$ cat src/rtl/sccb_master_v2.sv
// SCCB (3-wire) master: issues register writes and two-phase register reads.
//
// Parameters
//   CLK_DIV    : clk cycles per SCCB quarter-bit (2..65535)
//   ADDR_BYTES : register-address bytes per frame (1 or 2)
// Ports
//   clk, reset_n           : system clock, async active-low reset
//   start, rw              : transaction request (sampled in IDLE), 0 = write / 1 = read
//   slave_addr, reg_addr   : 7-bit device ID, register address (MSB byte first)
//   wdata / rdata          : write byte / last completed read byte
//   busy, done, nack       : in-flight flag, completion pulse, don't-care bit seen high
//   cs                     : active-low chip select, low for the whole frame (incl. GAP)
//   sio_c, sio_d_o,
//   sio_d_oe, sio_d_i      : SCCB clock, data out, data output enable, data in
module sccb_master_v2 #(
    parameter int unsigned CLK_DIV    = 4,
    parameter int unsigned ADDR_BYTES = 1
) (
    input  logic                    clk,
    input  logic                    reset_n,
    input  logic                    start,
    input  logic                    rw,
    input  logic [6:0]              slave_addr,
    input  logic [8*ADDR_BYTES-1:0] reg_addr,
    input  logic [7:0]              wdata,
    output logic [7:0]              rdata,
    output logic                    busy,
    output logic                    done,
    output logic                    nack,
    output logic                    cs,
    output logic                    sio_c,
    output logic                    sio_d_o,
    output logic                    sio_d_oe,
    input  logic                    sio_d_i
);

    localparam int unsigned    DivW     = (CLK_DIV > 1) ? $clog2(CLK_DIV) : 1;
    localparam logic [DivW-1:0] DivLoad = DivW'(CLK_DIV - 1);
    localparam int unsigned    AddrW    = 8 * ADDR_BYTES;
    localparam logic           LastByte = 1'(ADDR_BYTES - 1);

    typedef enum logic [3:0] {
        StIdle, StStart, StId, StAddr, StWdata, StRdata, StNa, StStop, StGap
    } state_e;

    state_e            state_q, state_d;
    logic [DivW-1:0]   div_q, div_d;     // cycles left in the current quarter
    logic [1:0]        qtr_q, qtr_d;     // quarter index within a cell / START / STOP / GAP
    logic [3:0]        bit_q, bit_d;     // bit index within a byte, 8 = don't-care bit
    logic              byte_q, byte_d;   // address byte index
    logic              phase2_q, phase2_d;
    logic              rw_q, rw_d;
    logic [6:0]        id_q, id_d;
    logic [AddrW-1:0]  reg_q, reg_d;     // shifts left so the next byte is always on top
    logic [7:0]        wdata_q, wdata_d;
    logic [7:0]        rx_q, rx_d;
    logic [7:0]        rdata_q, rdata_d;
    logic              nack_q, nack_d;
    logic              done_q, done_d;
    // Low only during reset and the first cycle after it: keeps sio_d undriven
    // while in reset and holds off the first start by one edge.
    logic              rdy_q;

    logic              qtr_end, sample, cell_end;
    logic [7:0]        tx_byte;
    logic [2:0]        bit_idx;

    always_ff @(posedge clk or negedge reset_n) begin
        if (!reset_n) begin
            state_q  <= StIdle;
            div_q    <= '0;
            qtr_q    <= '0;
            bit_q    <= '0;
            byte_q   <= 1'b0;
            phase2_q <= 1'b0;
            rw_q     <= 1'b0;
            id_q     <= '0;
            reg_q    <= '0;
            wdata_q  <= '0;
            rx_q     <= '0;
            rdata_q  <= '0;
            nack_q   <= 1'b0;
            done_q   <= 1'b0;
            rdy_q    <= 1'b0;
        end else begin
            state_q  <= state_d;
            div_q    <= div_d;
            qtr_q    <= qtr_d;
            bit_q    <= bit_d;
            byte_q   <= byte_d;
            phase2_q <= phase2_d;
            rw_q     <= rw_d;
            id_q     <= id_d;
            reg_q    <= reg_d;
            wdata_q  <= wdata_d;
            rx_q     <= rx_d;
            rdata_q  <= rdata_d;
            nack_q   <= nack_d;
            done_q   <= done_d;
            rdy_q    <= 1'b1;
        end
    end

    assign qtr_end  = (div_q == '0);
    assign sample   = qtr_end && (qtr_q == 2'd2);
    assign cell_end = qtr_end && (qtr_q == 2'd3);

    always_comb begin
        state_d  = state_q;
        div_d    = div_q;
        qtr_d    = qtr_q;
        bit_d    = bit_q;
        byte_d   = byte_q;
        phase2_d = phase2_q;
        rw_d     = rw_q;
        id_d     = id_q;
        reg_d    = reg_q;
        wdata_d  = wdata_q;
        rx_d     = rx_q;
        rdata_d  = rdata_q;
        nack_d   = nack_q;
        done_d   = 1'b0;

        if (state_q != StIdle) begin
            div_d = qtr_end ? DivLoad : div_q - DivW'(1);
            if (qtr_end) begin
                qtr_d = qtr_q + 2'd1;
            end
        end

        case (state_q)
            StIdle: begin
                if (start && rdy_q) begin
                    state_d  = StStart;
                    div_d    = DivLoad;
                    qtr_d    = '0;
                    bit_d    = '0;
                    byte_d   = 1'b0;
                    phase2_d = 1'b0;
                    rw_d     = rw;
                    id_d     = slave_addr;
                    reg_d    = reg_addr;
                    wdata_d  = wdata;
                    nack_d   = 1'b0;
                end
            end
            StStart: begin
                if (qtr_end && qtr_q == 2'd1) begin
                    state_d = StId;
                    qtr_d   = '0;
                    bit_d   = '0;
                end
            end
            StId, StAddr, StWdata: begin
                if (sample && bit_q == 4'd8 && sio_d_i) begin
                    nack_d = 1'b1;
                end
                if (cell_end) begin
                    if (bit_q != 4'd8) begin
                        bit_d = bit_q + 4'd1;
                    end else begin
                        bit_d = '0;
                        if (state_q == StId) begin
                            state_d = phase2_q ? StRdata : StAddr;
                            byte_d  = 1'b0;
                        end else if (state_q == StAddr) begin
                            reg_d = reg_q << 8;
                            if (byte_q == LastByte) begin
                                state_d = rw_q ? StStop : StWdata;
                            end else begin
                                byte_d = byte_q + 1'b1;
                            end
                        end else begin
                            state_d = StStop;
                        end
                    end
                end
            end
            StRdata: begin
                if (sample) begin
                    rx_d = {rx_q[6:0], sio_d_i};
                end
                if (cell_end) begin
                    if (bit_q == 4'd7) begin
                        state_d = StNa;
                        bit_d   = '0;
                    end else begin
                        bit_d = bit_q + 4'd1;
                    end
                end
            end
            StNa: begin
                if (cell_end) begin
                    state_d = StStop;
                end
            end
            StStop: begin
                if (qtr_end && qtr_q == 2'd2) begin
                    qtr_d = '0;
                    if (rw_q && !phase2_q) begin
                        state_d = StGap;
                    end else begin
                        state_d = StIdle;
                        div_d   = '0;
                        done_d  = 1'b1;
                        if (phase2_q) begin
                            rdata_d = rx_q;
                        end
                    end
                end
            end
            StGap: begin
                if (cell_end) begin
                    state_d  = StStart;
                    phase2_d = 1'b1;
                end
            end
            default: begin
                state_d = StIdle;
            end
        endcase
    end

    // Pad outputs decode straight from registered state, so they only move on clk edges.
    always_comb begin
        tx_byte  = 8'hFF;
        sio_c    = 1'b1;
        sio_d_o  = 1'b1;
        sio_d_oe = 1'b1;
        bit_idx  = 3'd7 - bit_q[2:0];

        case (state_q)
            StId:    tx_byte = {id_q, phase2_q};
            StAddr:  tx_byte = reg_q[AddrW-1 -: 8];
            StWdata: tx_byte = wdata_q;
            default: tx_byte = 8'hFF;
        endcase

        case (state_q)
            StIdle: begin
                sio_d_oe = rdy_q;
            end
            StStart: begin
                sio_d_o = (qtr_q == 2'd0);
            end
            StId, StAddr, StWdata: begin
                sio_c = qtr_q[1];
                if (bit_q == 4'd8) begin
                    sio_d_oe = 1'b0;
                end else begin
                    sio_d_o = tx_byte[bit_idx];
                end
            end
            StRdata: begin
                sio_c    = qtr_q[1];
                sio_d_oe = 1'b0;
            end
            StNa: begin
                sio_c = qtr_q[1];
            end
            StStop: begin
                sio_c   = (qtr_q != 2'd0);
                sio_d_o = (qtr_q == 2'd2);
            end
            default: begin
                sio_c   = 1'b1;
                sio_d_o = 1'b1;
            end
        endcase
    end

    assign cs    = (state_q == StIdle);
    assign busy  = (state_q != StIdle);
    assign done  = done_q;
    assign nack  = nack_q;
    assign rdata = rdata_q;

endmodule
$ cat config.mk
export PLATFORM = sky130hd
export DESIGN_NAME = sccb_master_v2
export DESIGN_NICKNAME = d
export VERILOG_FILES = /design/src/rtl/sccb_master_v2.sv
export SDC_FILE = /design/constraint.sdc
export NUM_CORES = 1
export LEC_CHECK = 0
export BUFFER_PORTS_ARGS = -buffer_cell sky130_fd_sc_hd__buf_4
export CORE_MARGIN = 8
export CORE_UTILIZATION = 60
export CTS_BUF_LIST = sky130_fd_sc_hd__clkbuf_4 sky130_fd_sc_hd__clkbuf_8
export DETAILED_ROUTE_END_ITERATION = 6
export PLACE_DENSITY = 0.92
export SKIP_CTS_REPAIR_TIMING = 1
export SLEW_MARGIN = 20
export SYNTH_ARGS = -nofsm -noshare
export SYNTH_HDL_FRONTEND = slang
export SYNTH_SLANG_ARGS = --single-unit
export TNS_END_PERCENT = 100
$ cat constraint.sdc
create_clock -name clk -period 5.85 [get_ports clk]
set_clock_uncertainty 0.2 [all_clocks]
set_input_delay 0.2925 -clock clk [delete_from_list [all_inputs] [get_ports clk]]
set_output_delay 0.2925 -clock clk [all_outputs]
set_load 0.02 [all_outputs]
# Word level (Yosys, flattened, before mapping)
# Cells that the tools add are included.
# classes
n_addsub	5
magnitude_cmp	1
eq_ne	28
n_mux	63
n_bitwise	1
reduce_logical	27
# op_table
cell	n
4-bit two-way mux	19
8-bit two-way mux	5
4-bit one-hot mux with 7 select lines	1
8-bit one-hot mux with 3 select lines	1
2-bit two-way mux	11
2-bit != test (second input constant)	11
4-bit by 3-bit == test with 1-bit output (second input constant)	5
4-bit one-hot mux with 4 select lines	1
8-bit one-hot mux with 2 select lines	1
1-bit two-way mux	14
10-bit AND reduction	1
5-bit AND reduction	2
4-bit by 2-bit == test with 1-bit output (second input constant)	2
4-bit == test (second input constant)	2
4-bit != test (second input constant)	2
1-bit one-hot mux with 2 select lines	4
4-bit nonzero test	2
1-bit logical AND	7
1-bit one-hot mux with 3 select lines	2
2-bit one-hot mux with 3 select lines	1
3-bit AND reduction	2
6-bit AND reduction	1
2-bit nonzero test	3
5-bit OR reduction	1
other kinds (21)	24
# word_totals
reg_bits	57
input_bits	28
out_inout_bits	15
wordCells	140

# Depth between registers and ports, before layout
# logic_depth
depth_word	7
mapped_depth	9
ltp_nobuf	7

# Worst setup path before layout
# OpenSTA, ideal clock, no wires.
# synth_timing
path_type	register to output
from	register state_q[0]
to	output sio_d_o
arrival_ns	1.771
t_required_ns	5.358
setup_slack_ns	3.586
stages_incl_launch_ff	7
path_buffers	1
path_cell_list	dfrtp_1 > buf_2 > or4b_4 > o221ai_1 > o21ai_1 > o2111ai_1 > a31o_1
# synth_between
elab_chain_cells	6
elab_cells_between_ends	11
cone_classes	5 x eq/ne; 5 x mux; 1 x reduce/logical
# synth_lines
item	line_no	source
start: declaration	46	state_e state_q, state_d;
start signal: assignment	70	state_q <= StIdle;
start signal: assignment	86	state_q <= state_d;
4-bit by 3-bit == test with 1-bit output / 4-bit by 2-bit == test with 1-bit output (equally long branches)	232, 239	
8-bit one-hot mux with 3 select lines	232	case (state_q)
1-bit binary-select mux with 3-bit select	251	sio_d_o = tx_byte[bit_idx];
1-bit two-way mux (implied by the code)	251	
1-bit two-way mux	248	if (bit_q == 4'd8) begin
1-bit one-hot mux with 3 select lines (*)	239	case (state_q)
end: declaration	32	output logic sio_d_o,
# Mark *: on every way between the ends. The rest lies on a longest branch, timed or not. The select of a mux whose other input is x is not followed.

# Final worst setup path
# layout_timing
from	register state_q[2]
to	output sio_d_o
# The elaborated chain is that of the path after synthesis.

==> impl_metrics.ini <==
[power]
powerDensity_nw_per_um2 = 480
seq_power_share = 0.383
power.total_uw = 1740
leakagePower_uw = 0.00170
switching_share = 0.447
combPwrFrac = 0.486
power.clock.fraction = 0.131
power.internal_uw = 962
ir_worst_vdd_mv = 0.363
p_switching_uw = 778

[critical_path]
r2r-start = state_q[2]$_DFFE_PN0P_
critPathRequiredTime_ns = 5.36
cp-end-kind = primary output
cp.arrival_ns = 2.66
startpoint_type = flip-flop
worstSetupStartpoint = state_q[2]$_DFFE_PN0P_
crit_fanout = 31
worstSetupPathType = reg2out

[global_routing]
grt_use_total = 0.195
grt_pass1_vias = 2413
antenna_found_initial = 0
grt_start_max_net_pins = 57
grt_pass1_wl_mm = 11.7
grt.overflow.total = 0

[timing]
finalHoldViolations = 1
slew_violations = 0
tns_ns = 0
fmax_mhz = 317
timing.hold.ws_ns = -0.0284
fin_crit_sh = 0.540
slew_headroom = 0.430
worstMarginPinSlew_ns = 0.855
layout_setup_ws_ns = 2.69
final.min_clock_period_ns = 3.16
setup_violations = 0
rsz0062_at_grt = false

[floorplan]
initial_utilization = 0.615
die_w_um = 87.9
die_h_um = 87.9
rows = 26
dieArea_um2 = 7720
core_area_um2 = 5040
ioPinCount = 43

[placed_design]
dpl_worst_slack_ns = 3.14
routabilityCongestion = 0.900
portBuffers = 42
place_hpwl_mm = 4.94

[run_status]
violations = negative hold slack
status = finished, violations left

[routing]
wl_mm = 7.57
drt_iter0_markers = 340
drc = 0
firstDrtPassIters = 5
wire_per_inst_um = 18.3
ant_nets = 0
num_vias = 2537
viasPerCell = 6.14

[synthesis]
avgSynthCellArea_um2 = 10.4
synth_cell_types = 66
synth.area.top_cells = dfrtp_1 (45%), mux2_2 (8.7%), nand2_1 (4.0%)
synth.most_common_cell = dfrtp_1
async_flop_share = 1.00
syn-cell-area_um2 = 3100
mappedNetlistNets = 333
ys.flop_type = dfrtp_1
syn-instance-count = 298
synth_edf_count = 0
synth_commonest_cells = dfrtp_1 (56), nand2_1 (33), mux2_2 (24)
ys_ff_latch = 56
yosysSeqAreaShare = 0.452
synth_area_leader_cell = dfrtp_1
yosys_warnings = 0
yosysTopAreaCellShare = 0.452

[clock_network]
cts_sinks = 56
clk_pin_slew_worst_paths_ns = 0.10
cts_buffer_depth = 2
cts_htree_levels = 2
cts_buffers = 5
tritoncts = done
cts_root_buf = clkbuf_8
clkLatencyLatePin_ns = 0.32

[worst_hold_path]
min_from = wdata[6]
hold_path_class = in2reg

[finish]
diodes = 0
fin_nets = 377
area_delta_synth_final_pct = 17.0
layout-drive-gt1-share = 0.286

[run]
maxCapViolations = 0
==> routing by layer <==
metal  track usage  routed length [µm]
met4        0.0859                 310
met2         0.326                3800
met1         0.240                2980
met5             0                   0
met3        0.0356                 476
==> cell families (layout without fill, tap and decap cells) <==
| kind of cell | Yosys count | count (layout) | share of synthesized area |
|---|---|---|---|
| xor+xnor | 1 | 1 | 0.00283 |
| compound gates | 69 | 69 | 0.156 |
| fa+ha+maj | 8 | 8 | 0.0315 |
| flops | 56 | 56 | 0.452 |
| simple gates | 95 | 95 | 0.180 |
| mux | 34 | 34 | 0.122 |
| buf+inv | 34 | 79 | 0.0541 |
| other cells | 1 | 1 | 0.00121 |
==> stage by stage <==
step | instance area (µm²) | cells | hold slack [ns] | util
floorplan | 3100 | 298 | -0.203 | -
global placement | 3410 | 393 | 0.178 | 0.676
detailed placement | 3410 | 393 | 0.186 | 0.676
CTS | 3500 | 401 | -0.153 | 0.695
global route | 3620 | 413 | 0.00659 | 0.719
finish | 3620 | 413 | -0.0284 | 0.719
==> sequential cells by signal, indices dropped and copies added (netlist names), 2 cells and up <==
name     count
rdata        8
reg_q        8
rx_q         8
wdata_q      8
id_q         7
bit_q        4
state_q      4
div_q        2
qtr_q        2
==> critical path: stages, from the launching register on <==
cell       delay [ns]
dfrtp_1          0.92
or4b_4           0.58
o221ai_1         0.23
o21ai_1          0.10
o2111ai_1        0.18
a31o_1           0.19
buf_4            0.15
==> worst paths after layout <==
| check | end | slack (ns) | cells past startpoint |
|---|---|---|---|
| max in group asynchronous | reg_q[1]$_DFFE_PN0P_ | 4.62 | 2 |
| hold / removal | wdata_q[6]$_DFFE_PN0P_ | -0.03 | 3 |
| hold reg to reg | reg_q[1]$_DFFE_PN0P_ | 0.29 | 2 |
| min in group asynchronous | wdata_q[2]$_DFFE_PN0P_ | 0.34 | 2 |
| setup / recovery | sio_d_o | 2.69 | 6 |
| setup reg to reg | state_q[1]$_DFFE_PN0P_ | 3.08 | 5 |
==> placed cells by master, fill, tap and decap left out, drive strengths merged, types with 6 or more instances in the layout <==
cell type / n
buf: 43
nand3b: 9
a21oi: 15
o21ai: 21
clkbuf: 6
mux2: 30
a21o: 7
dlygate4sd3: 12
nor2: 13
inv: 16
ha: 7
nand3: 6
nand2: 35
dfrtp: 56
==> power by group through the flow <==
stage / sequential (µW) / combinational (µW) / clock (µW)
after floorplan: 566 / 697 / 0
after global placement: 653 / 771 / 0
after detailed placement: 664 / 804 / 0
after CTS: 657 / 817 / 228
after global routing: 682 / 920 / 245
final: 667 / 845 / 228
==> final cells by class <==
cell class,instances,area [µm²]
Clock buffer,6,82.6
Clock inverter,2,15.0
Fill cell,373,1420
Inverter,16,65.1
Multi-Input combinational cell,208,1530
Sequential cell,56,1400
Tap cell,70,87.6
Timing Repair Buffer,55,443
(Power assumes the default switching activity.)
